===== src/rtl/muldiv_sequencer.sv =====
// muldiv_sequencer: multi-cycle RV32M multiply/divide controller for the EX stage.
// A shift-add multiplier and a restoring divider each produce one result bit
// per cycle. The unit holds the pipeline with stall while an operation is in
// flight and reports completion with a one-cycle done pulse.
//
// Ports:
//   clk     system clock, rising edge
//   rst_n   synchronous active-low reset
//   start   operation request from EX, accepted only in idle
//   funct3  M-op select (MUL, MULH, MULHSU, MULHU, DIV, DIVU, REM, REMU)
//   op_a    rs1 value (multiplicand / dividend)
//   op_b    rs2 value (multiplier / divisor)
//   flush   abort the in-flight operation
//   busy    operation in flight
//   stall   combinational hold request to the IF/ID/EX registers
//   done    one-cycle result-valid pulse
//   result  operation result, held until the next accepted start
module muldiv_sequencer #(
    parameter int unsigned XLEN = 32
) (
    input  logic            clk,
    input  logic            rst_n,
    input  logic            start,
    input  logic [2:0]      funct3,
    input  logic [XLEN-1:0] op_a,
    input  logic [XLEN-1:0] op_b,
    input  logic            flush,
    output logic            busy,
    output logic            stall,
    output logic            done,
    output logic [XLEN-1:0] result
);

    localparam int unsigned    CntW    = $clog2(XLEN);
    localparam logic [CntW-1:0] CntLast = CntW'(XLEN - 1);
    localparam logic [XLEN-1:0] MinInt  = {1'b1, {(XLEN-1){1'b0}}};
    localparam logic [XLEN-1:0] AllOnes = {XLEN{1'b1}};

    typedef enum logic [2:0] {
        StIdle,
        StMul,
        StDiv,
        StFix,
        StDone
    } state_e;

    state_e              state_q, state_d;
    logic [2:0]          f3_q, f3_d;
    logic [XLEN-1:0]     opnd_q, opnd_d;     // multiplicand or divisor magnitude
    logic [2*XLEN-1:0]   prod_q, prod_d;
    logic [XLEN-1:0]     rem_q, rem_d;
    logic [XLEN-1:0]     quot_q, quot_d;     // dividend shifts out, quotient shifts in
    logic                neg_q, neg_d;
    logic [CntW-1:0]     cnt_q, cnt_d;
    logic [XLEN-1:0]     result_q, result_d;

    // Operand preparation in idle
    logic            is_div;
    logic            a_signed, b_signed;
    logic            a_neg, b_neg;
    logic [XLEN-1:0] a_mag, b_mag;
    logic            div_zero, div_ovf;

    // Iteration datapath
    logic [XLEN:0]     mul_sum;
    logic [XLEN:0]     div_shift;
    logic [XLEN:0]     div_trial;

    // Sign correction
    logic [2*XLEN-1:0] prod_fix;
    logic [XLEN-1:0]   quot_fix, rem_fix;

    always_comb begin
        is_div   = funct3[2];
        // MULH and MULHSU treat rs1 as signed; DIV and REM treat both as signed.
        a_signed = is_div ? ~funct3[0] : (funct3[1:0] == 2'b01) || (funct3[1:0] == 2'b10);
        b_signed = is_div ? ~funct3[0] : (funct3[1:0] == 2'b01);
        a_neg    = a_signed && op_a[XLEN-1];
        b_neg    = b_signed && op_b[XLEN-1];
        a_mag    = a_neg ? -op_a : op_a;
        b_mag    = b_neg ? -op_b : op_b;
        div_zero = is_div && (op_b == '0);
        div_ovf  = is_div && ~funct3[0] && (op_a == MinInt) && (op_b == AllOnes);

        mul_sum   = {1'b0, prod_q[2*XLEN-1:XLEN]} + (prod_q[0] ? {1'b0, opnd_q} : '0);
        div_shift = {rem_q, quot_q[XLEN-1]};
        div_trial = div_shift - {1'b0, opnd_q};

        prod_fix = neg_q ? -prod_q : prod_q;
        quot_fix = neg_q ? -quot_q : quot_q;
        rem_fix  = neg_q ? -rem_q : rem_q;
    end

    always_comb begin
        state_d  = state_q;
        f3_d     = f3_q;
        opnd_d   = opnd_q;
        prod_d   = prod_q;
        rem_d    = rem_q;
        quot_d   = quot_q;
        neg_d    = neg_q;
        cnt_d    = cnt_q;
        result_d = result_q;

        unique case (state_q)
            StIdle: begin
                if (start && !flush) begin
                    f3_d  = funct3;
                    cnt_d = '0;
                    if (is_div) begin
                        opnd_d = b_mag;
                        quot_d = a_mag;
                        rem_d  = '0;
                        // Quotient negative on sign mismatch; remainder follows dividend.
                        neg_d  = funct3[1] ? a_neg : (a_neg ^ b_neg);
                    end else begin
                        opnd_d = a_mag;
                        prod_d = {{XLEN{1'b0}}, b_mag};
                        neg_d  = a_neg ^ b_neg;
                    end
                    if (div_zero) begin
                        result_d = funct3[1] ? op_a : AllOnes;
                        state_d  = StDone;
                    end else if (div_ovf) begin
                        result_d = funct3[1] ? '0 : MinInt;
                        state_d  = StDone;
                    end else begin
                        result_d = '0;
                        state_d  = is_div ? StDiv : StMul;
                    end
                end
            end
            StMul: begin
                prod_d = {mul_sum, prod_q[XLEN-1:1]};
                cnt_d  = cnt_q + 1'b1;
                if (cnt_q == CntLast) begin
                    cnt_d   = '0;
                    state_d = StFix;
                end
            end
            StDiv: begin
                // Non-negative trial difference means the divisor fits: keep it, set bit.
                if (!div_trial[XLEN]) begin
                    rem_d = div_trial[XLEN-1:0];
                end else begin
                    rem_d = div_shift[XLEN-1:0];
                end
                quot_d = {quot_q[XLEN-2:0], ~div_trial[XLEN]};
                cnt_d  = cnt_q + 1'b1;
                if (cnt_q == CntLast) begin
                    cnt_d   = '0;
                    state_d = StFix;
                end
            end
            StFix: begin
                if (f3_q[2]) begin
                    result_d = f3_q[1] ? rem_fix : quot_fix;
                end else begin
                    result_d = (f3_q[1:0] == 2'b00) ? prod_fix[XLEN-1:0]
                                                    : prod_fix[2*XLEN-1:XLEN];
                end
                state_d = StDone;
            end
            StDone: begin
                state_d = StIdle;
            end
            default: begin
                state_d = StIdle;
            end
        endcase

        // Abort: drop back to idle with the previous result kept intact.
        if (flush && (state_q != StIdle)) begin
            state_d  = StIdle;
            cnt_d    = '0;
            result_d = result_q;
        end
    end

    always_ff @(posedge clk) begin
        if (!rst_n) begin
            state_q  <= StIdle;
            f3_q     <= '0;
            opnd_q   <= '0;
            prod_q   <= '0;
            rem_q    <= '0;
            quot_q   <= '0;
            neg_q    <= 1'b0;
            cnt_q    <= '0;
            result_q <= '0;
        end else begin
            state_q  <= state_d;
            f3_q     <= f3_d;
            opnd_q   <= opnd_d;
            prod_q   <= prod_d;
            rem_q    <= rem_d;
            quot_q   <= quot_d;
            neg_q    <= neg_d;
            cnt_q    <= cnt_d;
            result_q <= result_d;
        end
    end

    assign busy   = (state_q != StIdle);
    assign stall  = (state_q == StMul) || (state_q == StDiv) || (state_q == StFix) ||
                    ((state_q == StIdle) && start);
    assign done   = (state_q == StDone);
    assign result = result_q;

endmodule


===== config.mk =====
export PLATFORM = sky130hd
export DESIGN_NAME = muldiv_sequencer
export DESIGN_NICKNAME = d
export VERILOG_FILES = /design/src/rtl/muldiv_sequencer.sv
export SDC_FILE = /design/constraint.sdc
export NUM_CORES = 1
export LEC_CHECK = 0
export CAP_MARGIN = 5
export CELL_PAD_IN_SITES_DETAIL_PLACEMENT = 0
export CELL_PAD_IN_SITES_GLOBAL_PLACEMENT = 1
export CORE_MARGIN = 10
export CORE_UTILIZATION = 37
export DETAILED_ROUTE_END_ITERATION = 16
export HOLD_SLACK_MARGIN = 0.12
export PLACE_DENSITY_LB_ADDON = 0.08
export SLEW_MARGIN = 20
export SYNTH_ARGS = -nofsm -noshare
export SYNTH_HDL_FRONTEND = slang
export SYNTH_SLANG_ARGS = --single-unit

===== constraint.sdc =====
create_clock -name clk -period 5.7 [get_ports clk]
set_input_delay 1.71 -clock clk [delete_from_list [all_inputs] [get_ports clk]]
set_output_delay 1.71 -clock clk [all_outputs]
set_load 0.05 [all_outputs]

After elaboration in Yosys (flattened, before gate mapping)
Cells that the tools add are included.
{"block": "classes", "eq_ne": 13, "addsub": 8, "n_mux": 39, "n_div": 0, "n_reduce_logical": 30, "order_cmp": 0, "shifts": 0, "n_bitwise": 5, "multipliers": 0}
{"operator": "$mux W32", "n": 19}
{"operator": "$mux W64", "n": 3}
{"operator": "$pmux W32 S2", "n": 3}
{"operator": "$neg A32 Y32", "n": 4}
{"operator": "$pmux W64 S2", "n": 1}
{"operator": "$eq A32 B32 Y1 const B", "n": 2}
{"operator": "$neg A64 Y64", "n": 1}
{"operator": "$add A32 B32 Y33", "n": 1}
{"operator": "$sub A33 B32 Y33", "n": 1}
{"operator": "$logic_not A32 Y1", "n": 1}
{"operator": "$mux W3", "n": 4}
{"operator": "$mux W5", "n": 2}
{"operator": "$pmux W5 S2", "n": 1}
{"operator": "$logic_and A1 B1 Y1", "n": 9}
{"operator": "$pmux W3 S3", "n": 1}
{"operator": "$reduce_and A3 Y1", "n": 3}
{"operator": "$reduce_bool A2 Y1", "n": 4}
{"operator": "$eq A3 B2 Y1 const B", "n": 2}
{"operator": "$ne A2 B2 Y1 const B", "n": 3}
{"operator": "$reduce_and A2 Y1", "n": 3}
{"operator": "$add A5 B1 Y5 const B", "n": 1}
{"operator": "$eq A5 B5 Y1 const B", "n": 1}
{"operator": "$logic_or A1 B1 Y1", "n": 4}
{"operator": "$mux W1", "n": 4}
{"operator": "13 further kinds", "n": 17}
{"block": "totals", "mem_bits_rw": 0, "memories": 0, "latchBits": 0, "wordCells": 104, "input_bits": 71, "out_inout_bits": 35, "ff_bits": 204, "romBits": 0}

Longest topological paths before layout
Gate-level depths: netlist of the first run.
{"block": "depth", "depth_word": 8, "ltp_mapped": 15, "mapped_depth_nobuf": 14}

Least setup slack after synthesis of the first run
No wires, ideal clock.
{"block": "synth_path", "path_type": "input-to-reg", "startpoint": "input port op_b[10]", "endpoint": "register prod_q[24]", "n_path_buf": 0, "path_stages": 9, "path_slack_ns": 1.217, "t_arrival_ns": 4.355, "setup_ns": 0.128, "required_ns": 5.572, "path_cell_list": "or4_1 or4_1 or4_1 or3_1 o41ai_1 xor2_1 nor2_1 a221oi_1 nor2_1"}
{"block": "synth_between", "elab_chain_len": 5}
{"item": "start: declaration", "line_no": "26", "rtl": "input logic [XLEN-1:0] op_b,"}
{"item": "$neg A32 Y32", "line_no": "81", "rtl": "b_mag = b_neg ? -op_b : op_b;"}
{"item": "$mux W32", "line_no": "81"}
{"item": "$mux W64", "line_no": "110", "rtl": "if (is_div) begin"}
{"item": "$mux W64", "line_no": "107", "rtl": "if (start && !flush) begin"}
{"item": "$pmux W64 S2", "line_no": "105", "rtl": "unique case (state_q)"}
{"item": "end signal: assignment", "line_no": "195", "rtl": "prod_q <= prod_d;"}
{"item": "end: declaration", "line_no": "50", "rtl": "logic [2*XLEN-1:0] prod_q, prod_d;"}
Every way passes these cells. The select of a mux whose other input is x is not followed.
A chain may end at the register's enable or synchronous reset.

Worst setup path in the final report of the first run
{"block": "layout_path", "startpoint": "input port start", "endpoint": "output port stall"}
{"block": "layout_between", "elab_chain_len": 2}
{"item": "start: declaration", "line_no": "23", "rtl": "input logic start,"}
{"item": "$logic_and A1 B1 Y1", "line_no": "206", "rtl": "((state_q == StIdle) && start);"}
{"item": "$logic_or A1 B1 Y1", "line_no": "205", "rtl": "assign stall = (state_q == StMul) || (state_q == StDiv) || (state_q == StFix) ||"}
{"item": "end: declaration", "line_no": "29", "rtl": "output logic stall,"}
Every way passes these cells.

==> flow_metrics.env, run 1 <==
export IMPL_cts_sinks=204
export IMPL_tns_ns=0
export IMPL_io_pins=106
export IMPL_worstSetupEndpoint="stall"
export IMPL_start_util_pct=37.2
export IMPL_grtUsageTotal_pct=27.7
export IMPL_synth_fp_nets=2580
export IMPL_status="finished, final reports clean"
export IMPL_clock_skew_ns=0.0177
export IMPL_fin_crit_sh_pct=86.6
export IMPL_dpl_hpwl_um=62600
export IMPL_worstReg2RegStart="prod_q[6]$_SDFFE_PN0P_"
export IMPL_ys_types=79
export IMPL_cp_end_kind="output pin"
export IMPL_syn_to_final_growth_pct=15.3
export IMPL_fmax_mhz=203
export IMPL_grt_pass1_wl_um=119000
export IMPL_ys_warn_count=0
export IMPL_dieWidth_um=236
export IMPL_syn_avg_cell_area_um2=7.08
export IMPL_async_flop_share_pct=0
export IMPL_worst_pin_slew_ns=1.07
export IMPL_whs_ns=0.458
export IMPL_final_antenna_net_count=0
export IMPL_nNetsFinal=2616
export IMPL_via_count=18900
export IMPL_synth_most_common_cell="nor2_1"
export IMPL_start_kind="input port"
export IMPL_ys_seq_area_share_pct=23.7
export IMPL_finalSetupViolations=0
export IMPL_cts_buffers=27
export IMPL_post_cts_buffers=0
export IMPL_drc=0
export IMPL_synth_xor_area_share_pct=10.1
export IMPL_max_cap_violations=0
export IMPL_postLayoutCoreUtil_pct=42.9
export IMPL_cts_root_buffer="clkbuf_16"
export IMPL_synth_simple_area_share_pct=24.0
export IMPL_grt_remaining_overflow=0
export IMPL_cp_startpoint="start"
export IMPL_synthTopCellsByArea="dfxtp_1, nor2_1, a21oi_1"
export IMPL_hold_buffers=0
export IMPL_leakagePower_nw=7.60
export IMPL_hold_viol=0
export IMPL_crit_type="in2out"
export IMPL_syn_area_um2=17200
export IMPL_cts_htree_levels=1
export IMPL_synth_flop_cell="dfxtp_1"
export IMPL_grt_max_degree=83
export IMPL_num_rows=79
export IMPL_insertion_delay_ns=0.57
export IMPL_gp_congestion=0.996
export IMPL_p_total_mw=5.52
export IMPL_die_y_um=236
export IMPL_grt_pass1_vias=17700
export IMPL_hp_class="reg2reg"
export IMPL_wirelength_um=80600
export IMPL_worst_ir_drop_vdd_v=0.000212
export IMPL_coreArea_um2=46400
export IMPL_ff2ff_setup_slack_ns=1.13
export IMPL_wire_per_inst_um=26.0
export IMPL_synth_top_family_by_area="compound AO/OA/AOI/OAI gates"
export IMPL_synth_top_area_share_pct=23.7
export IMPL_cts_resized=0
export IMPL_die_area_um2=55600
export IMPL_first_pass_iters=6
export IMPL_synth_compound_area_share_pct=29.6
export IMPL_antenna_cells=0
export IMPL_cp_required_ns=3.99
export IMPL_synth_cells=2434
export IMPL_drive_above_1_share_pct=6.18
export IMPL_p_per_area_nw_per_um2=278
export IMPL_drv_slew=0
export IMPL_synthMuxAreaShare_pct=2.12
export IMPL_r2r_end="result[4]$_SDFFE_PN0P_"
export IMPL_synth_edff_count=0
export IMPL_vias_per_cell=6.09
export IMPL_max_slew_margin_rel_pct=26.8
export IMPL_rsz0062_at_grt="no"
export IMPL_drt_iter0_markers=2157
export IMPL_worst_r2r_cell_count=10
export IMPL_path_max_fanout=3
export IMPL_cts_buffer_depth=3
export IMPL_io_buffers=105
export IMPL_cp_data_arrival_time_ns=3.23
export IMPL_ys_top_cells_by_count="nor2_1, a21oi_1, nand2_1, o21ai_0, dfxtp_1"
export IMPL_tritoncts="yes"
export IMPL_yosysTopAreaCell="dfxtp_1"
export IMPL_clkTransAtPathRegs_ns=0.06
export IMPL_fin_crit_ns=4.94
export IMPL_ys_ff_latch=204
export IMPL_grt_antenna_before_repair=0
export IMPL_synth_fa_ha_area_share_pct=5.53
## cell usage in the layout (no fill, tap or decap), drive strengths merged, types with 73 or more instances in the layout
master | synthesis | final
ha | 73 | 73
nor2 | 333 | 333
nand2 | 223 | 223
o21ai | 219 | 219
xor2 | 95 | 95
clkdlybuf4s50 | 0 | 103
dfxtp | 204 | 204
inv | 75 | 74
xnor2 | 103 | 103
a211oi | 80 | 80
a21oi | 234 | 234
## state kept, by name, indices dropped and copies added, names as in the netlist
register and count:
neg_q 1, state_q 3, cnt_q 5, quot_q 32, result 32, prod_q 64
rem_q 32, opnd_q 32, f3_q 3
## where the power goes
group / leakage, nW / internal (mW) / switching [mW] / total (mW)
Clock: 0.481 / 1.18 / 0.737 / 1.92
Combinational: 5.46 / 0.669 / 1.28 / 1.95
Sequential: 1.66 / 1.51 / 0.143 / 1.65
Total: 7.60 / 3.36 / 2.16 / 5.52
## logic make-up (layout without fill, tap and decap cells)
| group | Yosys count | in the layout |
|---|---|---|
| adder cells (fa/ha/maj) | 75 | 75 |
| XOR/XNOR | 198 | 198 |
| AO/OA/AOI/OAI | 814 | 814 |
| flip-flops | 204 | 204 |
| AND/OR/NAND/NOR | 880 | 880 |
| multiplexers | 35 | 35 |
| buffers and inverters | 228 | 284 |
## per-layer routing
metal | share of wire [%] | global-route usage (%) | vias up | wire [um]
met5 | 0 | 0 | - | 0
met4 | 4.7 | 12.1 | 0 | 3780
met3 | 8.6 | 4.24 | 120 | 6900
met2 | 43 | 41.9 | 858 | 34400
met1 | 44 | 38.1 | 8996 | 35500
li1 | - | - | 8897 | -
## how the worst min path moves through the flow
stage	startpoint	endpoint	depth (start not counted)
2_1_floorplan	opnd_q[10]$_SDFFE_PN0P_	opnd_q[10]$_SDFFE_PN0P_	2
3_3_place_gp	opnd_q[12]$_SDFFE_PN0P_	opnd_q[12]$_SDFFE_PN0P_	2
3_5_place_dp	opnd_q[17]$_SDFFE_PN0P_	opnd_q[17]$_SDFFE_PN0P_	2
4_1_cts	opnd_q[3]$_SDFFE_PN0P_	opnd_q[3]$_SDFFE_PN0P_	2
5_1_grt	opnd_q[3]$_SDFFE_PN0P_	opnd_q[3]$_SDFFE_PN0P_	2
6_report	opnd_q[8]$_SDFFE_PN0P_	opnd_q[8]$_SDFFE_PN0P_	2
## critical path, cell delays in order
cell	delay, ns
clkdlybuf4s50_1	0.51
nor3_1	0.06
nor2_1	0.11
clkdlybuf4s50_1	0.83
## stage by stage
step / std cells / setup slack [ns] / instance area [um2]
after floorplan: 2434 / 1.22 / 17200
after global placement: 3048 / 0.446 / 18900
after detailed placement: 3048 / 0.453 / 18900
after CTS: 3097 / 0.749 / 19900
after global routing: 3097 / 0.677 / 19900
final: 3097 / 0.764 / 19900
## layout make-up
| class | count | area [um2] |
|---|---|---|
| timing repair buffer | 158 | 1440 |
| clock inverter | 12 | 188 |
| inverter | 77 | 290 |
| tap | 607 | 759 |
| multi-input combinational | 2002 | 12300 |
| clock buffer | 37 | 783 |
| fill | 4848 | 26500 |
| sequential | 204 | 4090 |
(Power assumes the default switching activity.)
==> run 2, diff against run 1 <==
--- a/config.mk
+++ b/config.mk
@@ -9,7 +9,7 @@
 export CELL_PAD_IN_SITES_DETAIL_PLACEMENT = 0
 export CELL_PAD_IN_SITES_GLOBAL_PLACEMENT = 1
 export CORE_MARGIN = 10
-export CORE_UTILIZATION = 37
+export CORE_UTILIZATION = 45
 export DETAILED_ROUTE_END_ITERATION = 16
 export HOLD_SLACK_MARGIN = 0.12
 export PLACE_DENSITY_LB_ADDON = 0.08
==> constraint.sdc (replaced) <==
create_clock -name clk -period 5.7 [get_ports clk]
set_input_delay 1.71 -clock clk [delete_from_list [all_inputs] [get_ports clk]]
set_output_delay 1.71 -clock clk [all_outputs]
set_load 0.005 [all_outputs]
==> run 2 against run 1 <==
Clock power shrank 3%. Via count grew 1.2%. Register-to-register slack better by 0.02 ns. Cell area shrank 1.1%. Fmax increased by 5.3%. Clock-buffer cell count decreased by 5. Cell count fell by 3.5%. Largest power group is now the clock network. Highest routed layer unchanged.
==> flow_metrics.env, run 2 (synthesis gave the netlist of run 1 again) <==
export IMPL_cp_data_arrival_time_ns=5.19
export IMPL_dpl_hpwl_um=59200
export IMPL_cp_end_kind="flip-flop"
export IMPL_clock_skew_ns=0.0169
export IMPL_dieWidth_um=216
export IMPL_leakagePower_nw=7.52
export IMPL_post_cts_buffers=0
export IMPL_cts_sinks=204
export IMPL_max_cap_violations=0
export IMPL_ff2ff_setup_slack_ns=1.15
export IMPL_whs_ns=0.464
export IMPL_grt_pass1_vias=16900
export IMPL_max_flop_register="prod_q"
export IMPL_wire_per_inst_um=25.7
export IMPL_tritoncts="yes"
export IMPL_p_per_area_nw_per_um2=273
export IMPL_multi_input_area_um2=12300
export IMPL_hold_viol=0
export IMPL_drt_iter0_markers=2100
export IMPL_fin_crit_ns=4.69
export IMPL_status="finished, final reports clean"
export IMPL_drc=0
export IMPL_io_buffers=105
export IMPL_cts_buffers=27
export IMPL_path_max_fanout=10
export IMPL_num_rows=71
export IMPL_gp_congestion=1.04
export IMPL_fillers=3844
export IMPL_cp_required_ns=6.20
export IMPL_cts_htree_levels=1
export IMPL_hp_class="reg2reg"
export IMPL_drive_above_1_share_pct=5.73
export IMPL_nNetsFinal=2604
export IMPL_via_count=19100
export IMPL_cts_buffer_depth=3
export IMPL_rsz0062_at_grt="no"
export IMPL_path_cells="clkdlybuf4s50_1 > or4_1 > or4_1 > or4_1 > nor4_2 > buf_4 > and3_1 > buf_4 > o21a_1 > a21oi_1 > a21oi_1"
export IMPL_antenna_cells=0
export IMPL_grt_pass1_wl_um=112000
export IMPL_max_slew_margin_rel_pct=22.6
export IMPL_start_util_pct=45.7
export IMPL_worst_pin_slew_ns=1.16
export IMPL_layout_common_cells="nor2_1, a21oi_1, nand2_1"
export IMPL_finalSetupViolations=0
export IMPL_cpPeakStageDelay_ns=0.62
export IMPL_drv_slew=0
export IMPL_die_area_um2=46600
export IMPL_largest_reg_flops=64
export IMPL_vias_per_cell=6.39
export IMPL_coreArea_um2=37800
export IMPL_cts_root_buffer="clkbuf_16"
export IMPL_crit_type="in2reg"
export IMPL_grt_max_degree=75
export IMPL_die_y_um=216
export IMPL_start_kind="input port"
export IMPL_critical_path_slowest_cell="or4_1"
export IMPL_clkTransAtPathRegs_ns=0.06
export IMPL_syn_to_final_growth_pct=14.0
export IMPL_hold_buffers=0
export IMPL_cts_resized=0
export IMPL_final_antenna_net_count=0
export IMPL_tns_ns=0
export IMPL_io_pins=106
export IMPL_grt_remaining_overflow=0
export IMPL_first_pass_iters=6
export IMPL_insertion_delay_ns=0.58
export IMPL_final_common_cell="nor2_1"
export IMPL_grtUsageTotal_pct=31.2
export IMPL_fmax_mhz=213
export IMPL_grt_antenna_before_repair=1
export IMPL_worst_ir_drop_vdd_v=0.000215
export IMPL_critPathMostFrequentCell="or4_1"
export IMPL_wirelength_um=76900
export IMPL_fin_crit_sh_pct=82.3
export IMPL_regArea_um2=4090
==> run 2: per-stage QoR <==
| stage | util, % | worst slack, ns | instance area [um2] | instances | total power [mW] |
|---|---|---|---|---|---|
| floorplan | - | 1.22 | 17200 | 2434 | 2.83 |
| global placement | 49.5 | 0.499 | 18700 | 2940 | 3.46 |
| detailed placement | 49.5 | 0.433 | 18700 | 2940 | 3.46 |
| CTS | 52.0 | 1.03 | 19600 | 2989 | 5.31 |
| global route | 52.1 | 0.784 | 19700 | 2989 | 5.56 |
| finish | 52.1 | 1.01 | 19700 | 2989 | 5.36 |
==> run 2: worst max-delay path: cells and delay by family <==
| family | cells | cell delay, ns |
|---|---|---|
| compound gates | 3 | 0.34 |
| buf+inv | 3 | 0.96 |
| simple gates | 5 | 2.16 |
==> run 2: final timing paths <==
check                          start                      end  depth (start not counted)
max                         op_b[10]   result[5]$_SDFFE_PN0P_                         11
min          opnd_q[17]$_SDFFE_PN0P_  opnd_q[17]$_SDFFE_PN0P_                          2
max reg2reg   prod_q[6]$_SDFFE_PN0P_  result[26]$_SDFFE_PN0P_                         10
min reg2reg  opnd_q[17]$_SDFFE_PN0P_  opnd_q[17]$_SDFFE_PN0P_                          2
==> run 2: cell type report <==
class	count	share of cell area (%)
multi-input cells	2002	62.8
clock buffers	32	3.64
flip-flops and latches	204	20.8
repair buffers	146	6.93
well taps	511	3.25
clock inverters	17	1.16
inverters	77	1.48
==> run 2: routing by layer <==
layer	vias up	track usage (%)	share of wire (%)	wire length, um
met5	-	0	0	0
met4	0	15.6	5.6	4340
met3	161	4.99	9.1	7010
met2	980	45.5	41	31500
met1	9056	43.5	44	34100
li1	8896	-	-	-
==> run 2: report_power, final <==
part	internal, mW	switching (mW)	leakage (nW)
Sequential	1.51	0.155	1.66
Combinational	0.658	1.18	5.41
Clock	1.12	0.741	0.454
